`src/rtl/audio_pkg.sv`:
```
// rtl/audio_pkg.sv - shared types, constants and saturation helper for the audio blocks
//
// Purpose : scan FSM state encoding, default sample-tick divider, sample width
//           and a signed saturation function used when narrowing a mix.
// Ports   : none (package).

package audio_pkg;

   typedef enum logic [1:0] {
      ST_IDLE,
      ST_FETCH,
      ST_ACCUM,
      ST_OUTPUT
   } scan_state_e;

   // 50 MHz / 16667 ~= 3000 samples per second
   localparam int TICK_DIV_DEFAULT = 16667;
   localparam int SAMPLE_W         = 16;

   // Working width for saturate(); callers sign-extend into it and truncate out.
   localparam int SAT_W = 32;

   // Clamp val to the signed range of a width-bit integer.
   function automatic logic signed [SAT_W-1:0] saturate(input logic signed [SAT_W-1:0] val,
                                                        input int width);
      logic signed [SAT_W-1:0] max_v;
      logic signed [SAT_W-1:0] min_v;
      logic signed [SAT_W-1:0] res;
      max_v = $signed((SAT_W'(1) << (width - 1)) - SAT_W'(1));
      min_v = ~max_v;
      res   = val;
      if (val > max_v) begin
         res = max_v;
      end else if (val < min_v) begin
         res = min_v;
      end
      return res;
   endfunction

endpackage

```
`src/rtl/audio_tick_gen.sv`:
```
// rtl/audio_tick_gen.sv - free-running divider producing a single-cycle tick
//
// Purpose : counts 0..DIV-1 and asserts tick_o while the count is DIV-1.
// Ports   : clk_i  - clock
//           rst_ni - asynchronous active-low reset (count returns to 0)
//           tick_o - one-cycle pulse every DIV cycles

module audio_tick_gen
   import audio_pkg::*;
#(
   parameter int DIV = TICK_DIV_DEFAULT
) (
   input  logic clk_i,
   input  logic rst_ni,
   output logic tick_o
);

   localparam int CNT_W = (DIV > 1) ? $clog2(DIV) : 1;
   localparam logic [CNT_W-1:0] CNT_LAST = CNT_W'(DIV - 1);

   logic [CNT_W-1:0] cnt_q;
   logic [CNT_W-1:0] cnt_d;

   always_comb begin
      tick_o = (cnt_q == CNT_LAST);
      cnt_d  = tick_o ? '0 : cnt_q + CNT_W'(1);
   end

   always_ff @(posedge clk_i or negedge rst_ni) begin
      if (!rst_ni) begin
         cnt_q <= '0;
      end else begin
         cnt_q <= cnt_d;
      end
   end

endmodule

```
`src/rtl/audio_voice_scheduler.sv`:
```
// rtl/audio_voice_scheduler.sv - shares one sample ROM across voices and mixes them per tick
//
// Purpose : on every sample tick, reads one sample per voice from a synchronous
//           ROM (voice 0 first), advances each voice pointer (wrap/loop/stop),
//           sums active voices and emits a saturated mix with a valid pulse.
// Ports   : CLOCK_50     - clock
//           resetn       - asynchronous active-low reset
//           voice_start  - per-voice first address, voice i at [i*ADDR_W +: ADDR_W]
//           voice_end    - per-voice last address (inclusive)
//           voice_loop   - 1 = wrap to start after end, 0 = one-shot
//           trigger/stop - single-cycle pulses, applied at the next scan start
//           rom_addr     - ROM address; rom_q is the data one cycle later
//           mix_out      - signed saturated mix, held between updates
//           mix_valid    - one-cycle pulse when mix_out updates
//           voice_active - per-voice playing flag
//           overrun      - sticky, a tick arrived while a scan was running
// Options : VOICE_GAIN_EN adds voice_shift (3 bits per voice), an arithmetic
//           right shift applied to each voice sample before it is summed.

module audio_voice_scheduler
   import audio_pkg::*;
#(
   parameter int NUM_VOICES = 2,
   parameter int ADDR_W     = 15,
   parameter int DATA_W     = SAMPLE_W,
   parameter int TICK_DIV   = TICK_DIV_DEFAULT
) (
   input  logic                           CLOCK_50,
   input  logic                           resetn,
   input  logic [NUM_VOICES*ADDR_W-1:0]   voice_start,
   input  logic [NUM_VOICES*ADDR_W-1:0]   voice_end,
   input  logic [NUM_VOICES-1:0]          voice_loop,
   input  logic [NUM_VOICES-1:0]          trigger,
   input  logic [NUM_VOICES-1:0]          stop,
   output logic [ADDR_W-1:0]              rom_addr,
   input  logic signed [DATA_W-1:0]       rom_q,
   output logic signed [DATA_W-1:0]       mix_out,
   output logic                           mix_valid,
   output logic [NUM_VOICES-1:0]          voice_active,
   output logic                           overrun
`ifdef VOICE_GAIN_EN
   ,
   input  logic [NUM_VOICES*3-1:0]        voice_shift
`endif
);

   localparam int ACC_W  = DATA_W + $clog2(NUM_VOICES) + 1;
   localparam int VIDX_W = (NUM_VOICES > 1) ? $clog2(NUM_VOICES) : 1;
   localparam logic [VIDX_W-1:0] LAST_V = VIDX_W'(NUM_VOICES - 1);

   scan_state_e             state_q, state_d;
   logic [VIDX_W-1:0]       vidx_q, vidx_d;
   logic [ADDR_W-1:0]       ptr_q [NUM_VOICES];
   logic [ADDR_W-1:0]       ptr_d [NUM_VOICES];
   logic [NUM_VOICES-1:0]   active_q, active_d;
   logic [NUM_VOICES-1:0]   pend_trig_q, pend_trig_d;
   logic [NUM_VOICES-1:0]   pend_stop_q, pend_stop_d;
   logic [ADDR_W-1:0]       rom_addr_q, rom_addr_d;
   logic signed [ACC_W-1:0] acc_q, acc_d;
   logic signed [DATA_W-1:0] mix_q, mix_d;
   logic                    mix_valid_q, mix_valid_d;
   logic                    overrun_q, overrun_d;

   logic                    tick;
   logic [NUM_VOICES-1:0]   trig_now;
   logic [NUM_VOICES-1:0]   stop_now;
   logic [ADDR_W-1:0]       start_a [NUM_VOICES];
   logic [ADDR_W-1:0]       end_a   [NUM_VOICES];
   logic signed [ACC_W-1:0] sample_ext;
   logic signed [ACC_W-1:0] sample_gain;

   audio_tick_gen #(.DIV(TICK_DIV)) u_tick (
      .clk_i  (CLOCK_50),
      .rst_ni (resetn),
      .tick_o (tick)
   );

   for (genvar g = 0; g < NUM_VOICES; g++) begin : g_unpack
      assign start_a[g] = voice_start[g*ADDR_W +: ADDR_W];
      assign end_a[g]   = voice_end[g*ADDR_W +: ADDR_W];
   end

   // A pulse arriving on the very cycle the scan starts is honoured immediately.
   assign trig_now   = pend_trig_q | trigger;
   assign stop_now   = pend_stop_q | stop;
   assign sample_ext = {{(ACC_W-DATA_W){rom_q[DATA_W-1]}}, rom_q};

`ifdef VOICE_GAIN_EN
   logic [2:0] shift_a [NUM_VOICES];
   for (genvar g = 0; g < NUM_VOICES; g++) begin : g_shift
      assign shift_a[g] = voice_shift[g*3 +: 3];
   end
   assign sample_gain = sample_ext >>> shift_a[vidx_q];
`else
   assign sample_gain = sample_ext;
`endif

   always_comb begin
      state_d     = state_q;
      vidx_d      = vidx_q;
      ptr_d       = ptr_q;
      active_d    = active_q;
      pend_trig_d = trig_now;
      pend_stop_d = stop_now;
      rom_addr_d  = rom_addr_q;
      acc_d       = acc_q;
      mix_d       = mix_q;
      mix_valid_d = 1'b0;
      overrun_d   = overrun_q | (tick && (state_q != ST_IDLE));

      case (state_q)
         ST_IDLE: begin
            if (tick) begin
               for (int i = 0; i < NUM_VOICES; i++) begin
                  if (trig_now[i]) begin
                     ptr_d[i]    = start_a[i];
                     active_d[i] = 1'b1;
                  end else if (stop_now[i]) begin
                     active_d[i] = 1'b0;
                  end
               end
               pend_trig_d = '0;
               pend_stop_d = '0;
               acc_d       = '0;
               vidx_d      = '0;
               rom_addr_d  = ptr_d[0];
               state_d     = ST_FETCH;
            end
         end
         ST_FETCH: state_d = ST_ACCUM;
         ST_ACCUM: begin
            // Inactive voices still spend their slot so the output timing never moves.
            if (active_q[vidx_q]) begin
               acc_d = acc_q + sample_gain;
               if (ptr_q[vidx_q] == end_a[vidx_q]) begin
                  if (voice_loop[vidx_q]) begin
                     ptr_d[vidx_q] = start_a[vidx_q];
                  end else begin
                     active_d[vidx_q] = 1'b0;
                  end
               end else begin
                  ptr_d[vidx_q] = ptr_q[vidx_q] + ADDR_W'(1);
               end
            end
            if (vidx_q == LAST_V) begin
               // Registered here so mix_out and mix_valid appear together in OUTPUT.
               mix_d       = DATA_W'(saturate(SAT_W'(acc_d), DATA_W));
               mix_valid_d = 1'b1;
               state_d     = ST_OUTPUT;
            end else begin
               vidx_d     = vidx_q + VIDX_W'(1);
               rom_addr_d = ptr_q[vidx_d];
               state_d    = ST_FETCH;
            end
         end
         ST_OUTPUT: state_d = ST_IDLE;
         default:   state_d = ST_IDLE;
      endcase
   end

   always_ff @(posedge CLOCK_50 or negedge resetn) begin
      if (!resetn) begin
         state_q     <= ST_IDLE;
         vidx_q      <= '0;
         ptr_q       <= '{default: '0};
         active_q    <= '0;
         pend_trig_q <= '0;
         pend_stop_q <= '0;
         rom_addr_q  <= '0;
         acc_q       <= '0;
         mix_q       <= '0;
         mix_valid_q <= 1'b0;
         overrun_q   <= 1'b0;
      end else begin
         state_q     <= state_d;
         vidx_q      <= vidx_d;
         ptr_q       <= ptr_d;
         active_q    <= active_d;
         pend_trig_q <= pend_trig_d;
         pend_stop_q <= pend_stop_d;
         rom_addr_q  <= rom_addr_d;
         acc_q       <= acc_d;
         mix_q       <= mix_d;
         mix_valid_q <= mix_valid_d;
         overrun_q   <= overrun_d;
      end
   end

   assign rom_addr     = rom_addr_q;
   assign mix_out      = mix_q;
   assign mix_valid    = mix_valid_q;
   assign voice_active = active_q;
   assign overrun      = overrun_q;

endmodule
```
`config.mk`:
```
export PLATFORM = sky130hd
export DESIGN_NAME = audio_voice_scheduler
export DESIGN_NICKNAME = d
export VERILOG_FILES = /design/src/rtl/audio_pkg.sv /design/src/rtl/audio_tick_gen.sv /design/src/rtl/audio_voice_scheduler.sv
export SDC_FILE = /design/constraint.sdc
export NUM_CORES = 1
export LEC_CHECK = 0
export BUFFER_PORTS_ARGS = -buffer_cell sky130_fd_sc_hd__buf_2
export CORE_ASPECT_RATIO = 0.5
export CORE_MARGIN = 2
export CORE_UTILIZATION = 55
export CTS_BUF_LIST = sky130_fd_sc_hd__clkbuf_8
export DETAILED_ROUTE_END_ITERATION = 16
export PLACE_DENSITY = 0.79
export SYNTH_ARGS = -nofsm -noshare
export SYNTH_HDL_FRONTEND = slang
export SYNTH_HIERARCHICAL = 1
export SYNTH_SLANG_ARGS = --single-unit
```
`constraint.sdc`:
```
create_clock -name CLOCK_50 -period 9.3 [get_ports CLOCK_50]
set_clock_uncertainty 0.15 [all_clocks]
set_input_delay 1.395 -clock CLOCK_50 [delete_from_list [all_inputs] [get_ports CLOCK_50]]
set_output_delay 1.395 -clock CLOCK_50 [all_outputs]
set_load 0.005 [all_outputs]
```
==> results of run 1 <==
-- power breakdown --
part           internal, mW  switching, mW
clock network         0.106          0.181
registers             0.457       0.000620
logic                0.0381         0.0521
total                 0.601          0.234
-- cells in the final DEF (no fill, tap or decap), types with 7 or more instances in the layout --
cell type,netlist,routed
buf_2,8,117
dfrtp_1,105,105
nand2_1,89,89
o21ai_0,75,75
nor2_1,73,73
a21oi_1,60,60
xor2_1,44,44
a22oi_1,38,38
nand3_1,25,25
xnor2_1,24,24
ha_1,20,20
mux2i_1,15,15
inv_1,11,12
a22o_1,11,11
a21o_1,10,10
nor4_1,9,9
clkbuf_8,0,9
buf_4,2,9
nor3_1,8,8
nand4_1,8,8
o221a_2,8,8
a211oi_1,8,8
nand2b_1,7,7
-- synthesized netlist by cell type (all sizes together) (3+ instances only) --
master | count | area share
a211o | 3 | 0.0039
a211oi | 8 | 0.0089
a21o | 10 | 0.011
a21oi | 63 | 0.048
a22o | 11 | 0.014
a22oi | 39 | 0.044
and2 | 3 | 0.0028
and3 | 5 | 0.0046
and3b | 4 | 0.0052
buf | 13 | 0.011
clkbuf | 25 | 0.014
dfrtp | 105 | 0.39
ha | 20 | 0.037
inv | 12 | 0.0066
mux2 | 6 | 0.010
mux2i | 16 | 0.024
nand2 | 89 | 0.049
nand2b | 7 | 0.0065
nand3 | 26 | 0.020
nand4 | 8 | 0.0074
nor2 | 73 | 0.040
nor2b | 5 | 0.0046
nor3 | 8 | 0.0059
nor4 | 12 | 0.015
o211ai | 7 | 0.0085
o21ai | 81 | 0.060
o221a | 8 | 0.013
o22ai | 3 | 0.0028
xnor2 | 25 | 0.033
xor2 | 44 | 0.057
-- cell families after synthesis --
family          count (synthesis)  share of synthesized area
mux                            22                    0.03414
compound gates                254                     0.2414
simple gates                  251                     0.1748
flops                         105                     0.3876
xor+xnor                       69                    0.09026
fa+ha+maj                      21                    0.03987
buf+inv                        51                    0.03193
-- registers in the layout, summed over array words and instances, names as in the netlist --
| name | count |
|---|---|
| acc_q | 18 |
| mix_out | 16 |
| mix_valid | 1 |
| overrun | 1 |
| pend_stop_q | 2 |
| pend_trig_q | 2 |
| ptr_q | 30 |
| rom_addr | 15 |
| state_q | 2 |
| u_tick/cnt_q | 15 |
| vidx_q | 1 |
| voice_active | 2 |
-- how the worst min path moves through the flow --
stage,endpoint,slack (ns),depth (start not counted)
finish,overrun,0.33,1
global route,overrun,0.37,1
CTS,overrun,0.34,1
detailed placement,overrun,0.31,1
global placement,overrun,0.30,1
floorplan,pend_stop_q[0],0.29,2
-- metal layers --
| layer | up-vias | track usage |
|---|---|---|
| met5 | - | 0 |
| met4 | 0 | 0.09107 |
| met3 | 33 | 0.05694 |
| met2 | 243 | 0.4815 |
| met1 | 3022 | 0.3883 |
| li1 | 3008 | - |
-- worst reg2reg max path: cells and delay by family (launching register included) --
family	cells	cell delay (ns)
AND/OR/NAND/NOR	5	2.23
AO/OA/AOI/OAI	3	0.59
flip-flops	1	0.43
adder cells (fa/ha/maj)	1	0.13
buffers and inverters	1	0.07
-- layout make-up --
type                            count  area share
Multi-Input combinational cell    617      0.5131
Sequential cell                   105      0.3426
Timing Repair Buffer              126     0.08517
Tap cell                          165     0.02692
Clock buffer                        9     0.01615
Clock inverter                      7    0.009626
Inverter                           13    0.006363
==> flow_summary.toml, run 1 <==
[run_status]
status = "complete, no violations"

[setup_path]
required_ns = 9.43
worstSetupStartpoint = "voice_end[13]"
crit_buf_inv = 2
rrSetupSlack_ns = 5.63
worst-r2r-cell-count = 10
crit_family = "simple AND/OR/NAND/NOR gates"
crit_path_max_incr_delay_ns = 0.73
crit_path_cell_trace = "buf_2 > xor2_1 > nor4_1 > nand4_1 > a22oi_2 > buf_4 > nand3_1 > nand3_1 > mux2_2"
cp_num_cells = 9
critPathCapture = "ptr_q[3]"
cp_data_arrival_time_ns = 4.11
path_common_cell = "nand3_1"
start_kind = "input pin"
r2r-end = "ptr_q[17]"
cp_slowest_cell = "nand3_1"
path_class = "in -> reg"
r2r_start = "u_tick/cnt_q[0]"
critPathMaxFanout = 28
end_kind = "flip-flop"

[synthesis]
yosysWarnings = 6
ys_seq_area_frac = 0.3876
syn_nets = 878
synth.distinct_cells = 70
avgSynthCellArea_um2 = 8.770
async_flop_share = 1.000
ys.flop_type = "dfrtp_1"
synth-seq-cells = 105
synth_edf_count = 0
syn_inst = 773
syn_area_um2 = 6779

[clock_tree]
clkTransAtPathRegs_ns = 0.12
cts_resized = 0
clkSinkCount = 105
cts-root-buf = "clkbuf_8"
clock_latency_ns = 0.39
cts-buffers-inserted = 9
hold_buffers = 0
htree_levels = 3
clock_tree.buffer_depth = 2
cts_tree = "built"
post_cts_buffers = 0

[timing]
fin_tns_setup_ns = 0
fin_ws_ns = 5.314
fin_hold_ws_ns = 0.3285
rsz0062_at_grt = "false"
fmax_mhz = 250.9
fin_crit_sh = 0.4286
hold_viol = 0
drv_slew = 0
worst_slew_pin_slew_ns = 1.286
setup_violations = 0
min_period_ns = 3.986
max-slew-margin-rel = 0.1394

[route]
vias_per_cell = 6.052
vias = 6306
drt-met1-wl_um = 8247
wl_met3_um = 1400
drt_pass1_iterations = 5
dr_wl_met2_um = 8728
wl_per_cell_um = 17.96
ant_nets = 0
drt_iter0_drc = 611
drc = 0
drt-total-wl_um = 18720
highest_layer = "met4"

[floorplan]
die_area_um2 = 13280
die-height_um = 82.51
core_area_um2 = 11910
pin_count = 119
die-width_um = 161.0
num_rows = 28
start_util = 0.5691

[placed_design]
gp_congestion = 0.8880
dpl_cell_area_um2 = 7471
dpl.hpwl_um = 13710
port_buffers = 118
post-place-ws_ns = 4.956
placed_cells = 1026

[layout]
instances_no_fill = 1042
layout-drive-gt1-share = 0.1938
final_core_util = 0.6438
fin_area_um2 = 7669
antennaDiodeCount = 0
nFillCells = 1035
area_growth_pct = 13.12
nets = 977
multiInputGateArea_um2 = 3935
seqCellArea_um2 = 2628

[grt]
antenna_found_initial = 0
grt_pass1_vias = 5905
grt_start_max_net_pins = 64
grt-ovfl-total = 0
grt_util_all_layers = 0.2889
grt_pass1_wl_um = 30210

[pwr]
peakVddDrop_uv = 68.68
p_per_area_nw_per_um2 = 108.8
power_mw = 0.8345
p_leak_nw = 3.455

[hold_path]
hp-start = "overrun"
min_path_type = "reg -> reg"

[flow_run]
cap_violations = 0
Note: power is estimated with default switching activity, not from simulation.
==> run 2: changes to the inputs <==
==> constraint.sdc (replaced) <==
create_clock -name CLOCK_50 -period 3.8 [get_ports CLOCK_50]
set_clock_uncertainty 0.15 [all_clocks]
set_input_delay 0.57 -clock CLOCK_50 [delete_from_list [all_inputs] [get_ports CLOCK_50]]
set_output_delay 0.57 -clock CLOCK_50 [all_outputs]
set_load 0.005 [all_outputs]
==> flow_summary.toml, run 2 (synthesized netlist as in run 1, its figures left out) <==
[pwr]
peakVddDrop_uv = 171.9
p_leak_nw = 3.489
p_per_area_nw_per_um2 = 262.3
p_int_mw = 1.465
power_mw = 2.024
p_comb_frac = 0.110
power.switching_mw = 0.5592
p_clk_frac = 0.336
p_sw_frac = 0.2763
seq_power_share = 0.553

[timing]
hold_viol = 0
min_period_ns = 3.296
fmax_mhz = 303.4
rsz0062_at_grt = "false"
max-slew-margin-rel = 0.2123
fin_crit_sh = 0.8674
drv_slew = 0
fin_tns_setup_ns = 0
setup_violations = 0
worst_slew_pin_slew_ns = 1.177

[route]
drt-total-wl_um = 18700
ant_nets = 0
wl_per_cell_um = 17.81
vias_per_cell = 6.054
vias = 6357
drt_pass1_iterations = 5
drt_iter0_drc = 497
drc = 0

[setup_path]
required_ns = 3.93
critPathMaxFanout = 11
end_kind = "flip-flop"
worst-r2r-cell-count = 10
cp_data_arrival_time_ns = 3.42
start_kind = "flip-flop"
r2r-end = "mix_out[9]"
path_class = "reg -> reg"
rrSetupSlack_ns = 0.50
r2r_start = "acc_q[15]"

[layout]
area_growth_pct = 13.84
nets = 985
layout_commonest_cell = "buf_2"
top_register = "ptr_q"
final_cell_mix = "117 x buf_2, 105 x dfrtp_1, 89 x nand2_1, 75 x o21ai_0, 73 x nor2_1"
antennaDiodeCount = 0
largest_reg_flops = 30
layout-drive-gt1-share = 0.2023
multiInputGateArea_um2 = 3935
nFillCells = 1010
seqCellArea_um2 = 2628

[clock_tree]
clkTransAtPathRegs_ns = 0.11
cts_resized = 0
clock_tree.buffer_depth = 2
cts-root-buf = "clkbuf_8"
cts_tree = "built"
htree_levels = 3
hold_buffers = 0
clkSinkCount = 105
clock_latency_ns = 0.39
post_cts_buffers = 0
cts-buffers-inserted = 9

[grt]
grt_pass1_wl_um = 30550
grt_util_all_layers = 0.2942
grt_pass1_vias = 5992
antenna_found_initial = 0
grt-ovfl-total = 0
grt_start_max_net_pins = 71

[floorplan]
pin_count = 119
start_util = 0.5691
num_rows = 28
die_area_um2 = 13280
core_area_um2 = 11910
die-height_um = 82.51
die-width_um = 161.0

[flow_run]
cap_violations = 0

[placed_design]
gp_congestion = 0.9502
dpl.hpwl_um = 14110
port_buffers = 118

[hold_path]
min_path_type = "in -> async"

[run_status]
status = "complete, no violations"
[run 2: how the worst max path moves through the flow]
stage	slack, ns	startpoint	endpoint	cells after the start
2_1_floorplan	0.69	rom_q[3]	mix_out[11]	11
3_3_place_gp	0.38	rom_q[15]	mix_out[14]	11
3_5_place_dp	0.27	rom_q[15]	mix_out[9]	11
4_1_cts	0.56	acc_q[15]	mix_out[9]	10
5_1_grt	0.23	ptr_q[17]	ptr_q[25]	9
6_report	0.50	acc_q[15]	mix_out[9]	10
[run 2: stage by stage]
step	instance area, um2	hold slack, ns	util	setup WS [ns]	cells
after detailed placement	7531	0.3071	0.6322	0.2746	1034
after global routing	7717	0.2072	0.6479	0.2266	1050
after global placement	7531	0.3093	0.6322	0.3775	1034
final	7717	0.1484	0.6479	0.5040	1050
after CTS	7717	0.1784	0.6479	0.5608	1050
after floorplan	6779	0.1244	-	0.6930	773
[run 2: critical path, cell delays in order, from the launching register on]
cell,delay (ns)
dfrtp_1,0.46
ha_1,0.43
a21oi_1,0.23
nand2_1,0.08
a21oi_1,0.32
nor4_2,0.06
a41oi_1,0.21
nand3_2,0.15
xnor2_2,0.20
or4_1,0.69
o221a_2,0.20
[run 2: power groups by stage]
stage	combinational (mW)	clock [mW]	sequential (mW)
5_1_grt	0.249	0.742	1.12
6_report	0.224	0.681	1.12
3_5_place_dp	0.223	0	1.14
3_3_place_gp	0.219	0	1.14
2_1_floorplan	0.115	0	1.14
4_1_cts	0.223	0.686	1.12
[run 2: final cells by class]
| cell class | count | share of cell area |
|---|---|---|
| timing repair buffer | 134 | 0.09241 |
| tap | 165 | 0.02675 |
| inverter | 13 | 0.006323 |
| clock buffer | 9 | 0.01605 |
| clock inverter | 7 | 0.008106 |
| multi-input combinational | 617 | 0.5099 |
| sequential | 105 | 0.3405 |
[run 2: per-layer routing]
| layer | vias to the layer above | share of wire | GRT usage |
|---|---|---|---|
| met5 | - | 0 | 0 |
| met4 | 0 | 0.016 | 0.08661 |
| met3 | 26 | 0.062 | 0.04895 |
| met2 | 227 | 0.45 | 0.4751 |
| met1 | 3080 | 0.47 | 0.4148 |
| li1 | 3024 | - | - |
